`config.mk`:
```
export PLATFORM = sky130hd
export DESIGN_NAME = sum_avg_acc
export DESIGN_NICKNAME = d
export VERILOG_FILES = /design/src/rtl/sum_avg_acc.sv
export SDC_FILE = /design/constraint.sdc
export NUM_CORES = 1
export LEC_CHECK = 0
export BUFFER_PORTS_ARGS = -buffer_cell sky130_fd_sc_hd__buf_4
export CELL_PAD_IN_SITES_DETAIL_PLACEMENT = 0
export CELL_PAD_IN_SITES_GLOBAL_PLACEMENT = 1
export CORE_MARGIN = 5
export CORE_UTILIZATION = 41
export DETAILED_ROUTE_END_ITERATION = 8
export PLACE_DENSITY = 0.78
export SKIP_CTS_REPAIR_TIMING = 1
export SYNTH_ARGS = -nofsm -noshare
export SYNTH_HDL_FRONTEND = slang
export SYNTH_SLANG_ARGS = --single-unit
```
`constraint.sdc`:
```
create_clock -name clk -period 2.84 [get_ports clk]
set_clock_uncertainty 0.1 [all_clocks]
set_input_delay 0.426 -clock clk [delete_from_list [all_inputs] [get_ports clk]]
set_output_delay 0.426 -clock clk [all_outputs]
set_load 0.01 [all_outputs]
```
`src/rtl/sum_avg_acc.sv`:
```
// Block averager: accumulates 2**LOG2_LEN signed sums and emits their floor mean over valid/ready.
// Optional feature macro SUM_AVG_SAT_EN: clip the mean to 16 bits signed and flag clipping on out_sat.
module sum_avg_acc #(
    parameter int LOG2_LEN = 2,
    parameter int IN_W     = 17
) (
    input  logic                   clk,
    input  logic                   rst,
    input  logic                   in_valid,
    input  logic signed [IN_W-1:0] in_sum,
    output logic                   in_ready,
    output logic                   out_valid,
`ifdef SUM_AVG_SAT_EN
    output logic signed [15:0]     out_avg,
`else
    output logic signed [IN_W-1:0] out_avg,
`endif
    input  logic                   out_ready,
    output logic                   out_sat
);

    localparam int ACC_W = IN_W + LOG2_LEN;
    localparam logic [LOG2_LEN-1:0] CNT_LAST = '1;
    localparam logic [LOG2_LEN-1:0] CNT_ONE  = LOG2_LEN'(1);

    typedef enum logic {
        ST_ACC  = 1'b0,
        ST_HOLD = 1'b1
    } state_t;

    state_t state_q;
    state_t state_d;

    logic signed [ACC_W-1:0] acc_p0;
    logic        [LOG2_LEN-1:0] cnt_p0;
    logic signed [ACC_W-1:0] sum_p0;
    logic signed [IN_W-1:0]  mean_p0;
    logic                    accept;
    logic                    last;

    function automatic logic signed [ACC_W-1:0] sext(input logic signed [IN_W-1:0] v);
        return {{LOG2_LEN{v[IN_W-1]}}, v};
    endfunction

    // Arithmetic shift gives floor (toward -inf) for negative sums.
    function automatic logic signed [IN_W-1:0] mean_floor(input logic signed [ACC_W-1:0] s);
        return IN_W'(s >>> LOG2_LEN);
    endfunction

`ifdef SUM_AVG_SAT_EN
    localparam logic signed [IN_W-1:0] MAX16 = IN_W'(32767);
    localparam logic signed [IN_W-1:0] MIN16 = IN_W'(-32768);

    // Returns {clipped, value16}.
    function automatic logic [16:0] sat16(input logic signed [IN_W-1:0] v);
        if (v > MAX16)
            return {1'b1, 16'h7FFF};
        else if (v < MIN16)
            return {1'b1, 16'h8000};
        else
            return {1'b0, v[15:0]};
    endfunction

    logic        [16:0] sat_res_p0;
    logic signed [15:0] avg_p1;
    logic               sat_p1;
`else
    logic signed [IN_W-1:0] avg_p1;
`endif

    // Control: state register
    always_ff @(posedge clk) begin
        if (rst)
            state_q <= ST_ACC;
        else
            state_q <= state_d;
    end

    always_comb begin
        state_d = state_q;
        case (state_q)
            ST_ACC:  if (accept && last) state_d = ST_HOLD;
            ST_HOLD: if (out_ready)      state_d = ST_ACC;
            default: state_d = ST_ACC;
        endcase
    end

    always_comb begin
        in_ready  = (state_q == ST_ACC) && !rst;
        out_valid = (state_q == ST_HOLD);
    end

    // Stage p0: accumulate
    always_comb begin
        accept  = in_valid && in_ready;
        last    = (cnt_p0 == CNT_LAST);
        sum_p0  = acc_p0 + sext(in_sum);
        mean_p0 = mean_floor(sum_p0);
    end

`ifdef SUM_AVG_SAT_EN
    always_comb begin
        sat_res_p0 = sat16(mean_p0);
    end
`endif

    always_ff @(posedge clk) begin
        if (rst) begin
            acc_p0 <= '0;
            cnt_p0 <= '0;
        end else if (accept) begin
            if (last) begin
                acc_p0 <= '0;
                cnt_p0 <= '0;
            end else begin
                acc_p0 <= sum_p0;
                cnt_p0 <= cnt_p0 + CNT_ONE;
            end
        end
    end

    // Stage p1: result register, only loaded on the block-closing accept
    always_ff @(posedge clk) begin
        if (rst) begin
            avg_p1 <= '0;
`ifdef SUM_AVG_SAT_EN
            sat_p1 <= 1'b0;
`endif
        end else if (accept && last) begin
`ifdef SUM_AVG_SAT_EN
            avg_p1 <= sat_res_p0[15:0];
            sat_p1 <= sat_res_p0[16];
`else
            avg_p1 <= mean_p0;
`endif
        end
    end

    assign out_avg = avg_p1;
`ifdef SUM_AVG_SAT_EN
    assign out_sat = sat_p1;
`else
    assign out_sat = 1'b0;
`endif

endmodule

```
==> After elaboration in Yosys (flattened, before gate mapping) <==
Cells that the tools add are included.
{ "totals": {"register_bits": 39, "latchBits": 0, "ram_bits": 0, "rom_bits": 0, "inputBits": 21, "output_inout_bits": 20, "wordCells": 17, "mem_count": 0} }
{ "classes": {"addsub": 2, "n_mul": 0, "div": 0, "n_lt_le_gt_ge": 0, "eq_ne": 1, "shift": 0, "muxes": 5, "bitwise_logic": 1, "reduce_logical": 4} }
{ "op_table": {"columns": ["operator", "count"], "rows": [
  ["$add A19 B17 Y19", 1],
  ["$mux W19", 1],
  ["$logic_and A1 B1 Y1", 3],
  ["$add A2 B1 Y2 const B", 1],
  ["$eq A2 B2 Y1 const B", 1],
  ["$mux W1", 2],
  ["$mux W2", 1],
  ["$pmux W1 S2", 1],
  ["$logic_not A1 Y1", 1],
  ["$not A1 Y1", 1]
]} }

==> Longest topological paths before layout <==
Gate-level depths: netlist of the first run.
{ "logic_depth": {"word_depth": 6, "ltp_mapped": 9, "mapped_depth_nobuf": 9} }

==> Worst setup path before layout of the first run <==
OpenSTA, ideal clock, no wires.
{ "synth_timing": {"path_kind": "input -> register", "startpoint": "input in_sum[0]", "endpoint": "register acc_p0[18]", "setup_time_ns": 0.074, "arrival_ns": 2.343, "required_ns": 2.666, "slack_ns": 0.322, "cell_stages": 9, "path_buffers": 0, "path_cell_list": "ha_1 > fa_1 > a211oi_2 > nor2_2 > a41oi_2 > a21bo_2 > o311ai_4 > or3b_1 > a31oi_1"} }
{ "synth_via": {"elab_chain_len": 2} }
{ "synth_rtl": {"columns": ["element", "line_no", "source"], "rows": [
  ["start: declaration", "10", "input logic signed [IN_W-1:0] in_sum,"],
  ["$add A19 B17 Y19", "97", "sum_p0 = acc_p0 + sext(in_sum);"],
  ["$mux W19", "112", "if (last) begin"],
  ["end signal: assignment", "116", "acc_p0 <= sum_p0;"],
  ["end: declaration", "34", "logic signed [ACC_W-1:0] acc_p0;"]
]} }
Every way passes these cells.
A chain may end at the register's enable or synchronous reset.

==> Worst setup path in the final report of the first run <==
{ "layout_timing": {"startpoint": "register acc_p0[0]", "endpoint": "register avg_p1[16], in the netlist out_avg[16]"} }
{ "layout_via": {"elab_chain_len": 1} }
{ "layout_rtl": {"columns": ["element", "line_no", "source"], "rows": [
  ["$add A19 B17 Y19", "97", null],
  ["end signal: assignment", "134", "avg_p1 <= mean_p0;"],
  ["end: declaration", "68", "logic signed [IN_W-1:0] avg_p1;"]
]} }
Every way passes these cells.

==> results.sh, run 1 <==
export IMPL_status="completed"
export IMPL_final_cells=384
export IMPL_crit_family="compound AO/OA/AOI/OAI gates"
export IMPL_first_iter_violations=87
export IMPL_detail_route_wl_per_cell_um=15.3
export IMPL_final_cell_mix="buf_4, dfxtp_1, nand2_1"
export IMPL_muxShareOfSynthArea_pct=0
export IMPL_synth_top_cell_area_share_pct=34.3
export IMPL_grt_pass1_wl_um=10100
export IMPL_synth_edf_count=0
export IMPL_rsz0062_at_grt="false"
export IMPL_holdWs_ns=0.287
export IMPL_rows=27
export IMPL_clock_latency_ns=0.29
export IMPL_timing_slew_headroom_pct=53.8
export IMPL_place_hpwl_um=4500
export IMPL_path_buf_inv=0
export IMPL_final_min_clock_period_ns=2.58
export IMPL_slowest_stage="fa_1"
export IMPL_vias_per_cell=5.49
export IMPL_synthToLayoutAreaGrowth_pct=22.1
export IMPL_final_hold_violation_count=0
export IMPL_vias=2107
export IMPL_power_density_nw_per_um2=553
export IMPL_drc_errors=0
export IMPL_design_core_area_um2=5440
export IMPL_yosysSeqAreaShare_pct=34.3
export IMPL_htree_num_levels=2
export IMPL_yosys_area_share_simple_pct=18.3
export IMPL_root_buffer="clkbuf_8"
export IMPL_reg2reg_slack_ns=0.26
export IMPL_syn_area_um2=2280
export IMPL_ir_worst_vdd_uv=262
export IMPL_setup_viol=0
export IMPL_worst_path_max_fanout=4
export IMPL_grt_max_degree=34
export IMPL_worst_pin_slew_ns=0.692
export IMPL_synth_compound_area_share_pct=27.8
export IMPL_fin_nets=352
export IMPL_worst_path_largest_cell_delay_ns=0.41
export IMPL_path_clk_slew_ns=0.08
export IMPL_grt_pass1_vias=2110
export IMPL_drive_above_1_share_pct=20.5
export IMPL_cp_cell_sequence="ha_1 > fa_1 > a211oi_2 > nor2_2 > a41oi_2 > a22oi_2 > o311ai_4 > nor3_1 > nor4_1"
export IMPL_syn_inst=268
export IMPL_synth_seq_cells=39
export IMPL_leakagePower_nw=1.22
export IMPL_synth_top_family_by_area="compound AO/OA/AOI/OAI gates"
export IMPL_syn_nets=309
export IMPL_maxCapViolCount=0
export IMPL_postRouteAntennaNets=0
export IMPL_wirelength_um=5860
export IMPL_met2_usage_pct=30.5
export IMPL_gr_total_overflow=0
export IMPL_clock_sinks=39
export IMPL_cts_tree="done"
export IMPL_dieHeight_um=84.5
export IMPL_drtPass1Iterations=4
export IMPL_grt_busiest_layer="met2"
export IMPL_async_flop_share_pct=0
export IMPL_dieArea_um2=7150
export IMPL_dp_cells=376
export IMPL_synth_warnings=0
export IMPL_final_common_cell="buf_4"
export IMPL_cp_arrival_ns=2.69
export IMPL_io_buffers=39
export IMPL_grt_usage_pct=17.3
export IMPL_endpoint_kind="flip-flop"
export IMPL_hold_class="primary input to flip-flop"
export IMPL_required_ns=2.95
export IMPL_synth_fa_ha_area_share_pct=11.3
export IMPL_fmax_ghz=0.387
export IMPL_initial_core_util_pct=41.9
export IMPL_io_pin_count=41
export IMPL_die_w_um=84.5
export IMPL_gr_usage_met1_pct=21.3
export IMPL_yosysTopAreaCell="dfxtp_1"
export IMPL_crit_type="flip-flop to flip-flop"
export IMPL_clk_path_buf_depth=2
export IMPL_synth_area_leaders="dfxtp_1, ha_1, a21oi_1, nand2_1, nor2_1"
export IMPL_synthXorXnorAreaFrac_pct=5.00
export IMPL_syn_avg_cell_area_um2=8.50
export IMPL_fin_tns_setup_ns=0
export IMPL_gp_congestion=0.961
export IMPL_synthDistinctLibCells=49
export IMPL_synth_ff_type="dfxtp_1"
export IMPL_cts_made_buffers=5
export IMPL_crit_path_start_kind="flip-flop"
export IMPL_antenna_found_initial=0
export IMPL_finalCritPeriodShare_pct=90.9
export IMPL_finalMaxSlewViolations=0
export IMPL_use_met3_pct=4.42
export IMPL_antenna_cells=0
==> cells in the mapped netlist (3+ instances only) <==
cell	n
dfxtp_1	39
nand2_1	32
a21oi_1	25
nor2_1	22
ha_1	19
o21ai_0	14
a21o_1	9
clkbuf_1	9
xnor2_1	8
nand3b_1	7
o31ai_1	7
a22oi_1	6
a211oi_1	5
a31oi_1	5
inv_1	5
nand3_1	5
xor2_1	5
nor3_1	4
and2_1	3
and3_1	3
o21a_1	3
o21bai_1	3
==> logic make-up (layout without fill, tap and decap cells) <==
group | Yosys count | after routing
compound gates | 92 | 92
simple gates | 87 | 87
flops | 39 | 39
fa+ha+maj | 20 | 20
buf+inv | 16 | 60
xor+xnor | 13 | 13
other cells | 1 | 1
==> tightest hold or removal path: cells and delay by family <==
| family | cells | cell delay [ns] |
|---|---|---|
| AOI/OAI and AO/OA | 1 | 0.06 |
| buffers and inverters | 1 | 0.07 |
| and+or+nand+nor | 1 | 0.08 |
==> final cells by class <==
cell class              instances  area, um^2
inverters                       5        18.8
fillers                       543        2660
well taps                      72        90.1
clock buffers                   5        68.8
repair buffers                 47         353
multi-input cells             213        1430
flip-flops and latches         39         781
clock inverters                 3        43.8
==> registers in the layout, indices dropped and copies added (netlist names) <==
name / count
acc_p0: 19
out_valid: 1
cnt_p0: 2
out_avg: 17
==> final timing paths <==
kind | from | endpoint | cells after the start
worst max register to register | acc_p0[0] | out_avg[16] | 9
worst min register to register | out_avg[2] | out_avg[2] | 2
worst min-delay path | out_ready | out_valid | 3
worst max-delay path | acc_p0[0] | out_avg[16] | 9
==> metal layers <==
| metal | wire length [um] | share of wire, % |
|---|---|---|
| met5 | 0 | 0 |
| met4 | 51 | 0.87 |
| met3 | 319 | 5.4 |
| met2 | 2860 | 49 |
| met1 | 2630 | 45 |
==> metrics by stage <==
stage               instance area [um^2]  util [%]  total power [mW]  setup WS (ns)
floorplan                           2280         -             0.955          0.322
global placement                    2670      49.1              1.08          0.110
detailed placement                  2670      49.1              1.08         0.0622
CTS                                 2780      51.1              1.55          0.263
global route                        2780      51.1              1.64         0.0440
finish                              2780      51.1              1.54          0.258
==> report_power, final <==
group          internal, mW  total [mW]  switching, mW  leakage (nW)
Sequential            0.586       0.610         0.0238         0.318
Clock                 0.262       0.472          0.210        0.0581
Combinational         0.196       0.455          0.259         0.844
Total                  1.04        1.54          0.493          1.22
Note: power is estimated with default switching activity, not from simulation.
==> inputs of run 2 (changes only) <==
Settings changed: BUFFER_PORTS_ARGS -buffer_cell sky130_fd_sc_hd__buf_4 to -buffer_cell sky130_fd_sc_hd__buf_2, CORE_MARGIN 5 to 1.5, CORE_UTILIZATION 41 to 30, PLACE_DENSITY 0.78 to 0.6.
==> results.sh, run 2 (synthesis gave the netlist of run 1 again) <==
export IMPL_path_clk_slew_ns=0.08
export IMPL_power_density_nw_per_um2=576
export IMPL_clk_path_buf_depth=2
export IMPL_largest_reg_flops=19
export IMPL_gr_total_overflow=0
export IMPL_holdPathStages=3
export IMPL_required_ns=2.95
export IMPL_r2r_cells=9
export IMPL_root_buffer="clkbuf_8"
export IMPL_grt_pass1_vias=2071
export IMPL_antenna_found_initial=0
export IMPL_initial_core_util_pct=31.2
export IMPL_fin_nets=349
export IMPL_timing_slew_headroom_pct=53.5
export IMPL_cts_made_buffers=5
export IMPL_ir_worst_vdd_uv=223
export IMPL_worst_path_max_fanout=4
export IMPL_grt_max_degree=33
export IMPL_htree_num_levels=2
export IMPL_rsz0062_at_grt="false"
export IMPL_cp_cell_sequence="ha_1 > fa_1 > a211oi_2 > nor2_2 > a41oi_2 > a22oi_2 > o311ai_4 > nor3_1 > nor4_1"
export IMPL_min_to="out_valid"
export IMPL_status="completed"
export IMPL_synthToLayoutAreaGrowth_pct=18.5
export IMPL_worst_pin_slew_ns=0.696
export IMPL_first_iter_violations=74
export IMPL_drc_errors=0
export IMPL_cp_arrival_ns=2.71
export IMPL_clock_sinks=39
export IMPL_setup_viol=0
export IMPL_wirelength_um=6200
export IMPL_slowest_stage="fa_1"
export IMPL_dieHeight_um=90.2
export IMPL_finalCritPeriodShare_pct=91.4
export IMPL_crit_type="flip-flop to flip-flop"
export IMPL_vias_per_cell=5.00
export IMPL_maxCapViolCount=0
export IMPL_detail_route_wl_per_cell_um=15.2
export IMPL_worst_path_largest_cell_delay_ns=0.44
export IMPL_endpoint_kind="flip-flop"
export IMPL_design_core_area_um2=7290
export IMPL_final_cells=408
export IMPL_place_hpwl_um=4680
export IMPL_fmax_ghz=0.385
export IMPL_r2r_end="out_avg[16]"
export IMPL_final_min_clock_period_ns=2.60
export IMPL_final_cell_mix="dfxtp_1, buf_2, nand2_1"
export IMPL_grt_pass1_wl_um=10500
export IMPL_finalMaxSlewViolations=0
export IMPL_clock_latency_ns=0.29
export IMPL_die_w_um=90.2
export IMPL_antenna_cells=0
export IMPL_crit_path_start_kind="flip-flop"
export IMPL_grt_usage_pct=16.1
export IMPL_leakagePower_nw=1.19
export IMPL_dieArea_um2=8130
export IMPL_dp_cells=400
export IMPL_top_register="acc_p0"
export IMPL_final_hold_violation_count=0
export IMPL_min_from="out_ready"
export IMPL_io_pin_count=41
export IMPL_drtPass1Iterations=4
export IMPL_final_core_util_pct=37.0
export IMPL_postRouteAntennaNets=0
export IMPL_gp_congestion=0.790
export IMPL_io_buffers=39
export IMPL_r2r_start="acc_p0[0]"
export IMPL_vias=2038
export IMPL_rows=31
export IMPL_reg2reg_slack_ns=0.24
export IMPL_cts_tree="done"
export IMPL_drive_above_1_share_pct=19.7
export IMPL_hold_class="primary input to flip-flop"
[run 2: per-layer routing]
metal / wire length, um / GRT usage [%]
met4: 41 / 3.57
met2: 3010 / 27.5
met5: 0 / 0
met1: 2950 / 21.2
met3: 194 / 2.79
[run 2: critical path, delay by kind of cell, from the launching register on]
family          cells  cell delay, ns
flops               1            0.32
compound gates      4            1.02
simple gates        3            0.43
fa+ha+maj           2            0.65
[run 2: area by class of cell]
type | instances | area [um^2]
tap | 99 | 124
multi-input combinational | 213 | 1430
sequential | 39 | 781
inverter | 5 | 18.8
clock buffer | 6 | 82.6
timing repair buffer | 44 | 233
fill | 803 | 4590
clock inverter | 2 | 35.0
[run 2: how the worst max path moves through the flow]
| stage | slack [ns] | startpoint | endpoint |
|---|---|---|---|
| 2_1_floorplan | 0.32 | in_sum[0] | acc_p0[18] |
| 3_3_place_gp | 0.07 | in_sum[0] | out_avg[16] |
| 3_5_place_dp | -0.002 | in_sum[0] | out_avg[16] |
| 4_1_cts | 0.22 | acc_p0[0] | out_avg[16] |
| 5_1_grt | 0.01 | acc_p0[0] | out_avg[16] |
| 6_report | 0.24 | acc_p0[0] | out_avg[16] |
[run 2: metrics by stage]
stage	setup TNS [ns]	hold WS [ns]	setup WS, ns	power (mW)	cell area [um^2]
final	0	0.294	0.243	1.55	2700
after global routing	0	0.287	0.0144	1.66	2700
after CTS	0	0.287	0.219	1.57	2700
after detailed placement	-0.00186	0.347	-0.00186	1.07	2580
after global placement	0	0.340	0.0662	1.07	2580
after floorplan	0	0.329	0.322	0.955	2280
[run 2: power breakdown]
part / internal [mW] / switching, mW
registers: 0.586 / 0.0240
logic: 0.185 / 0.260
clock network: 0.285 / 0.214
